$ cat config.mk
export PLATFORM = sky130hd
export DESIGN_NAME = mem_line_engine
export DESIGN_NICKNAME = d
export VERILOG_FILES = /design/src/rtl/mem_line_engine.sv
export SDC_FILE = /design/constraint.sdc
export NUM_CORES = 1
export LEC_CHECK = 0
export BUFFER_PORTS_ARGS = -buffer_cell sky130_fd_sc_hd__buf_4
export CAP_MARGIN = 10
export CORE_MARGIN = 1
export CORE_UTILIZATION = 35
export DETAILED_ROUTE_END_ITERATION = 8
export PLACE_DENSITY = 0.66
export SYNTH_ARGS = -nofsm -noshare
export SYNTH_HDL_FRONTEND = slang
export SYNTH_SLANG_ARGS = --single-unit
$ cat constraint.sdc
create_clock -name clk -period 6.54 [get_ports clk]
set_input_delay 0.981 -clock clk [delete_from_list [all_inputs] [get_ports clk]]
set_output_delay 0.981 -clock clk [all_outputs]
set_load 0.005 [all_outputs]
$ cat src/rtl/mem_line_engine.sv
// Cache-line engine on the initiator side of the memory port: splits one fill or
// write-back line into LINE_WORDS single-word beats and returns the assembled line.
`ifndef MEM_ADDR_SIZE
`define MEM_ADDR_SIZE 16
`endif
`ifndef MEM_BANDWIDTH
`define MEM_BANDWIDTH 8
`endif

module mem_line_engine #(
  parameter int ADDR_W     = `MEM_ADDR_SIZE,
  parameter int DATA_W     = `MEM_BANDWIDTH * 8,
  parameter int LINE_WORDS = 4
) (
  input  logic                         clk,
  input  logic                         rst_n,
  input  logic                         req_valid,
  output logic                         req_ready,
  input  logic                         req_write,
  input  logic [ADDR_W-1:0]            req_addr,
  input  logic [LINE_WORDS*DATA_W-1:0] req_wdata,
  output logic                         resp_valid,
  input  logic                         resp_ready,
  output logic [LINE_WORDS*DATA_W-1:0] resp_rdata,
  output logic [ADDR_W-1:0]            mem_addr,
  output logic [DATA_W-1:0]            mem_write_data,
  output logic                         mem_write_valid,
  output logic                         mem_read_valid,
  input  logic [DATA_W-1:0]            mem_data,
  input  logic                         mem_valid
);

  localparam int BW   = $clog2(LINE_WORDS);
  localparam int LW   = LINE_WORDS * DATA_W;
  localparam logic [BW-1:0] LAST_BEAT = BW'(LINE_WORDS - 1);
  localparam logic [ADDR_W-1:0] LINE_MASK = ~ADDR_W'(LINE_WORDS - 1);

  typedef enum logic [1:0] {IDLE = 2'd0, READ = 2'd1, WRITE = 2'd2, RESP = 2'd3} state_t;

  state_t              state_q, state_d;
  logic [BW-1:0]       beat_q, beat_d;
  logic [ADDR_W-1:0]   base_q, base_d;
  logic [LW-1:0]       buf_q, buf_d;
  logic                req_ready_q, req_ready_d;
  logic                resp_valid_q, resp_valid_d;
  logic [LW-1:0]       resp_rdata_q, resp_rdata_d;
  logic [ADDR_W-1:0]   mem_addr_q, mem_addr_d;
  logic [DATA_W-1:0]   mem_write_data_q, mem_write_data_d;
  logic                mem_write_valid_q, mem_write_valid_d;
  logic                mem_read_valid_q, mem_read_valid_d;
  logic [DATA_W-1:0]   wr_word_s;

  // Next-state, beat counter and line buffer update.
  always_comb begin
    state_d = state_q;
    beat_d  = beat_q;
    base_d  = base_q;
    buf_d   = buf_q;
    case (state_q)
      IDLE: begin
        if (req_valid) begin
          base_d  = req_addr & LINE_MASK;
          buf_d   = req_wdata;
          beat_d  = {BW{1'b0}};
          state_d = req_write ? WRITE : READ;
        end else begin
          state_d = IDLE;
        end
      end
      WRITE: begin
        if (beat_q == LAST_BEAT) begin
          state_d = RESP;
        end else begin
          beat_d = beat_q + BW'(1);
        end
      end
      READ: begin
        if (mem_valid) begin
          for (int w = 0; w < LINE_WORDS; w++) begin
            buf_d[w*DATA_W +: DATA_W] = (beat_q == BW'(w)) ? mem_data : buf_q[w*DATA_W +: DATA_W];
          end
          if (beat_q == LAST_BEAT) begin
            state_d = RESP;
          end else begin
            beat_d = beat_q + BW'(1);
          end
        end else begin
          state_d = READ;
        end
      end
      RESP: begin
        if (resp_ready) begin
          state_d = IDLE;
          beat_d  = {BW{1'b0}};
        end else begin
          state_d = RESP;
        end
      end
      default: begin
        state_d = IDLE;
        beat_d  = {BW{1'b0}};
      end
    endcase
  end

  // Outputs are registered copies decoded from the upcoming state, so each one
  // lines up with the state it describes without any input-to-output path.
  always_comb begin
    wr_word_s = {DATA_W{1'b0}};
    for (int w = 0; w < LINE_WORDS; w++) begin
      wr_word_s = (beat_d == BW'(w)) ? buf_d[w*DATA_W +: DATA_W] : wr_word_s;
    end
    req_ready_d       = (state_d == IDLE);
    resp_valid_d      = (state_d == RESP);
    resp_rdata_d      = (state_d == RESP) ? buf_d : {LW{1'b0}};
    mem_write_valid_d = (state_d == WRITE);
    mem_read_valid_d  = (state_d == READ);
    mem_addr_d        = ((state_d == WRITE) || (state_d == READ)) ?
                        (base_d | ADDR_W'(beat_d)) : {ADDR_W{1'b0}};
    mem_write_data_d  = (state_d == WRITE) ? wr_word_s : {DATA_W{1'b0}};
  end

  // State and output registers.
  always_ff @(posedge clk or negedge rst_n) begin
    if (!rst_n) begin
      state_q           <= IDLE;
      beat_q            <= {BW{1'b0}};
      base_q            <= {ADDR_W{1'b0}};
      buf_q             <= {LW{1'b0}};
      req_ready_q       <= 1'b1;
      resp_valid_q      <= 1'b0;
      resp_rdata_q      <= {LW{1'b0}};
      mem_addr_q        <= {ADDR_W{1'b0}};
      mem_write_data_q  <= {DATA_W{1'b0}};
      mem_write_valid_q <= 1'b0;
      mem_read_valid_q  <= 1'b0;
    end else begin
      state_q           <= state_d;
      beat_q            <= beat_d;
      base_q            <= base_d;
      buf_q             <= buf_d;
      req_ready_q       <= req_ready_d;
      resp_valid_q      <= resp_valid_d;
      resp_rdata_q      <= resp_rdata_d;
      mem_addr_q        <= mem_addr_d;
      mem_write_data_q  <= mem_write_data_d;
      mem_write_valid_q <= mem_write_valid_d;
      mem_read_valid_q  <= mem_read_valid_d;
    end
  end

  assign req_ready       = req_ready_q;
  assign resp_valid      = resp_valid_q;
  assign resp_rdata      = resp_rdata_q;
  assign mem_addr        = mem_addr_q;
  assign mem_write_data  = mem_write_data_q;
  assign mem_write_valid = mem_write_valid_q;
  assign mem_read_valid  = mem_read_valid_q;

endmodule
==> run metrics <==
status=complete, no violations; Setup TNS=0 ns; Die Footprint=71390 µm²; Max Cap Violations=0; peak supply drop=0.2556 mV; count of cell types in the netlist=47; Post-synth EDFFs=0; Clock Sinks=616; IO Pins=682; CP dominant cell by count=o22ai_1; delay-heaviest family, CP=simple AND/OR/NAND/NOR gates; layout cells sized above 1=34.95%; initial core utilization=35.64%; synth top area cells=dfrtp_1 63%, and2_1 8.4%, mux2i_1 5.3%, o221a_2 3.5%, a221o_1 3.3%; chip width=267.2 µm; PortBufs=679; CTS root buffer=clkbuf_16; Avg Cell Area, Syn=12.62 µm²; Critical Path Slowest Stage Cell=or2_2; CTS tree=done; Chip Height=267.2 µm; post-cts resize count=0; leak pwr=16.37 nW; endpoints failing setup=0; core area=69070 µm²; Pins Over Slew Limit=0; Worst path max stage delay=0.77 ns; dpl ws=2.733 ns; ys flop type=dfrtp_1; Required @ worst endpoint=6.95 ns; Cell Area, Synth=24610 µm²; Yosys top cell area share=62.53%; Clock Skew=0.02797 ns; PwrDens=506.1 nW/µm²; Synth async-reset ratio=100.0%; CTS H-tree lvls=3; vias=19.27k; Multi-input gate area=8258 µm²; Placer Congestion=0.8844; Total Nets Final=2912; CP max FO=44; CP Launch Type=flop; Layout Area Growth over Synthesis=33.14%; Hold Crit Class=in2async; FF/Latch Area=15420 µm²; Max Fclk=0.2745 GHz; antenna-violating nets left=0; Setup CP Type=reg2reg; vias in the first global route=20.37k; Synth top cells by count=615 x dfrtp_1, 331 x and2_1, 130 x mux2i_1; Final period util=55.70%; DR vias/cell=5.427; row count=96; grt ovf=0; endpoints failing hold=0; CTS Buf Count=68; relative slew slack=20.97%; clock slew at reported path FFs=0.06 ns; layout filler cell count=6226; Critical Path End Type=flop; Worst-Margin Slew=1.185 ns; RSZ-0062 raised after global routing=no; CTS hold repair buffers=0; Overall Global Routing Usage=25.14%; first-pass GRT wire length=132.6 mm; Post-Syn Instances=1951; crit path DAT=4.05 ns; Yosys reg bits=616; Ys Warns=0; wire per inst=25.86 µm; post-synthesis sequential area ratio=62.63%; largest net degree at the start of global routing=197; largest area contributor in the netlist=dfrtp_1; drt pass-1 iters=7; Setup Fix Bufs, Post-CTS=0; count leader, synth=dfrtp_1; Clock Latency Late Sink=0.60 ns; Remaining DRCs=0; Longest Clk Path Bufs=3; detailed placer's ending HPWL=58.12 mm; Bufs and invs on worst path=1; cells along the critical path=or2_2, a2bb2oi_1, o22ai_1, nand2_4, buf_4, o22ai_1; First DRT Iteration DRCs=1651; syn nets=2297; initial antenna violation count=7; Tmin final=3.643 ns; final worst slack=2.897 ns; WL final=91.80 mm
## state kept, by name (all words and copies together) (netlist names), 2 cells and up
name and count:
beat_q 2, mem_write_data 64, state_q 2, buf_q 256, mem_addr 16, base_q 16
resp_rdata 256
## metal layers
| layer | part of all wire [%] | vias to the layer above | wire length, µm | GRT usage (%) |
|---|---|---|---|---|
| met5 | 0.060 | - | 55 | 0 |
| met2 | 48 | 875 | 44240 | 40.87 |
| met1 | 40 | 9935 | 36700 | 31.85 |
| met4 | 4.2 | 8 | 3880 | 11.84 |
| met3 | 7.5 | 218 | 6927 | 5.508 |
| li1 | - | 8231 | - | - |
## final cells by class
type                       instances  area share, %
antenna                            4        0.03054
clock inverter                    26         0.9469
timing repair buffer             708          16.51
sequential                       616          47.04
inverter                          65         0.7445
clock buffer                      93          5.975
tap                              931          3.555
multi-input combinational       1107          25.20
## per-stage QoR
| stage | cell area, µm² | power (mW) | cells | util, % | hold WS, ns |
|---|---|---|---|---|---|
| floorplan | 24610 | 9.649 | 1951 | - | 0.4267 |
| global placement | 30490 | 12.53 | 3427 | 44.15 | 0.4430 |
| detailed placement | 30490 | 12.71 | 3427 | 44.15 | 0.4560 |
| CTS | 32760 | 16.66 | 3546 | 47.43 | 0.4709 |
| global route | 32770 | 17.41 | 3549 | 47.45 | 0.4923 |
| finish | 32770 | 16.59 | 3550 | 47.45 | 0.4633 |
## worst paths after layout
| path | startpoint | depth (start not counted) | to | slack, ns |
|---|---|---|---|---|
| min | rst_n | 1 | buf_q[130]$_DFF_PN0_ | 0.46 |
| max | state_q[0]$_DFF_PN0_ | 6 | mem_write_data[61]$_DFF_PN0_ | 2.90 |
| max reg2reg | state_q[0]$_DFF_PN0_ | 6 | mem_write_data[61]$_DFF_PN0_ | 2.90 |
| min in group clk | base_q[3]$_DFF_PN0_ | 2 | base_q[3]$_DFF_PN0_ | 0.46 |
| min reg2reg | base_q[3]$_DFF_PN0_ | 2 | base_q[3]$_DFF_PN0_ | 0.46 |
| max in group asynchronous | rst_n | 2 | resp_rdata[206]$_DFF_PN0_ | 4.66 |
## layout by cell type, fill, tap and decap left out, types with 3 or more instances in the layout
cell type	count
bufinv_16	5
diode_2	4
and2_1	331
clkinv_2	12
buf_4	700
o32a_1	21
nor2_1	50
clkbuf_1	11
a21oi_4	3
inv_1	64
clkinv_8	3
a221o_1	82
nand2b_1	54
clkbuf_16	70
a21oi_1	109
ha_1	3
a221oi_1	4
mux2i_1	130
buf_12	7
dfrtp_1	615
clkbuf_8	12
nand2_1	44
o221a_2	77
and3_1	8
o32ai_1	92
clkinvlp_4	3
o22ai_1	65
## cell families (layout without fill, tap and decap cells)
logic type | Yosys count | in the layout | synth area share [%]
flops | 616 | 616 | 62.63
simple gates | 509 | 509 | 12.06
compound gates | 464 | 464 | 15.49
buf+inv | 228 | 892 | 4.326
mux | 130 | 130 | 5.287
fa+ha+maj | 4 | 4 | 0.2033
other cells | 0 | 4 | 0
## where the power goes
part,total [mW],leakage [nW],internal [mW],switching [mW]
clock,3.91,1.12,2.31,1.60
combinational,6.78,7.48,2.93,3.85
sequential,5.90,7.77,5.37,0.531
(Power assumes the default switching activity.)
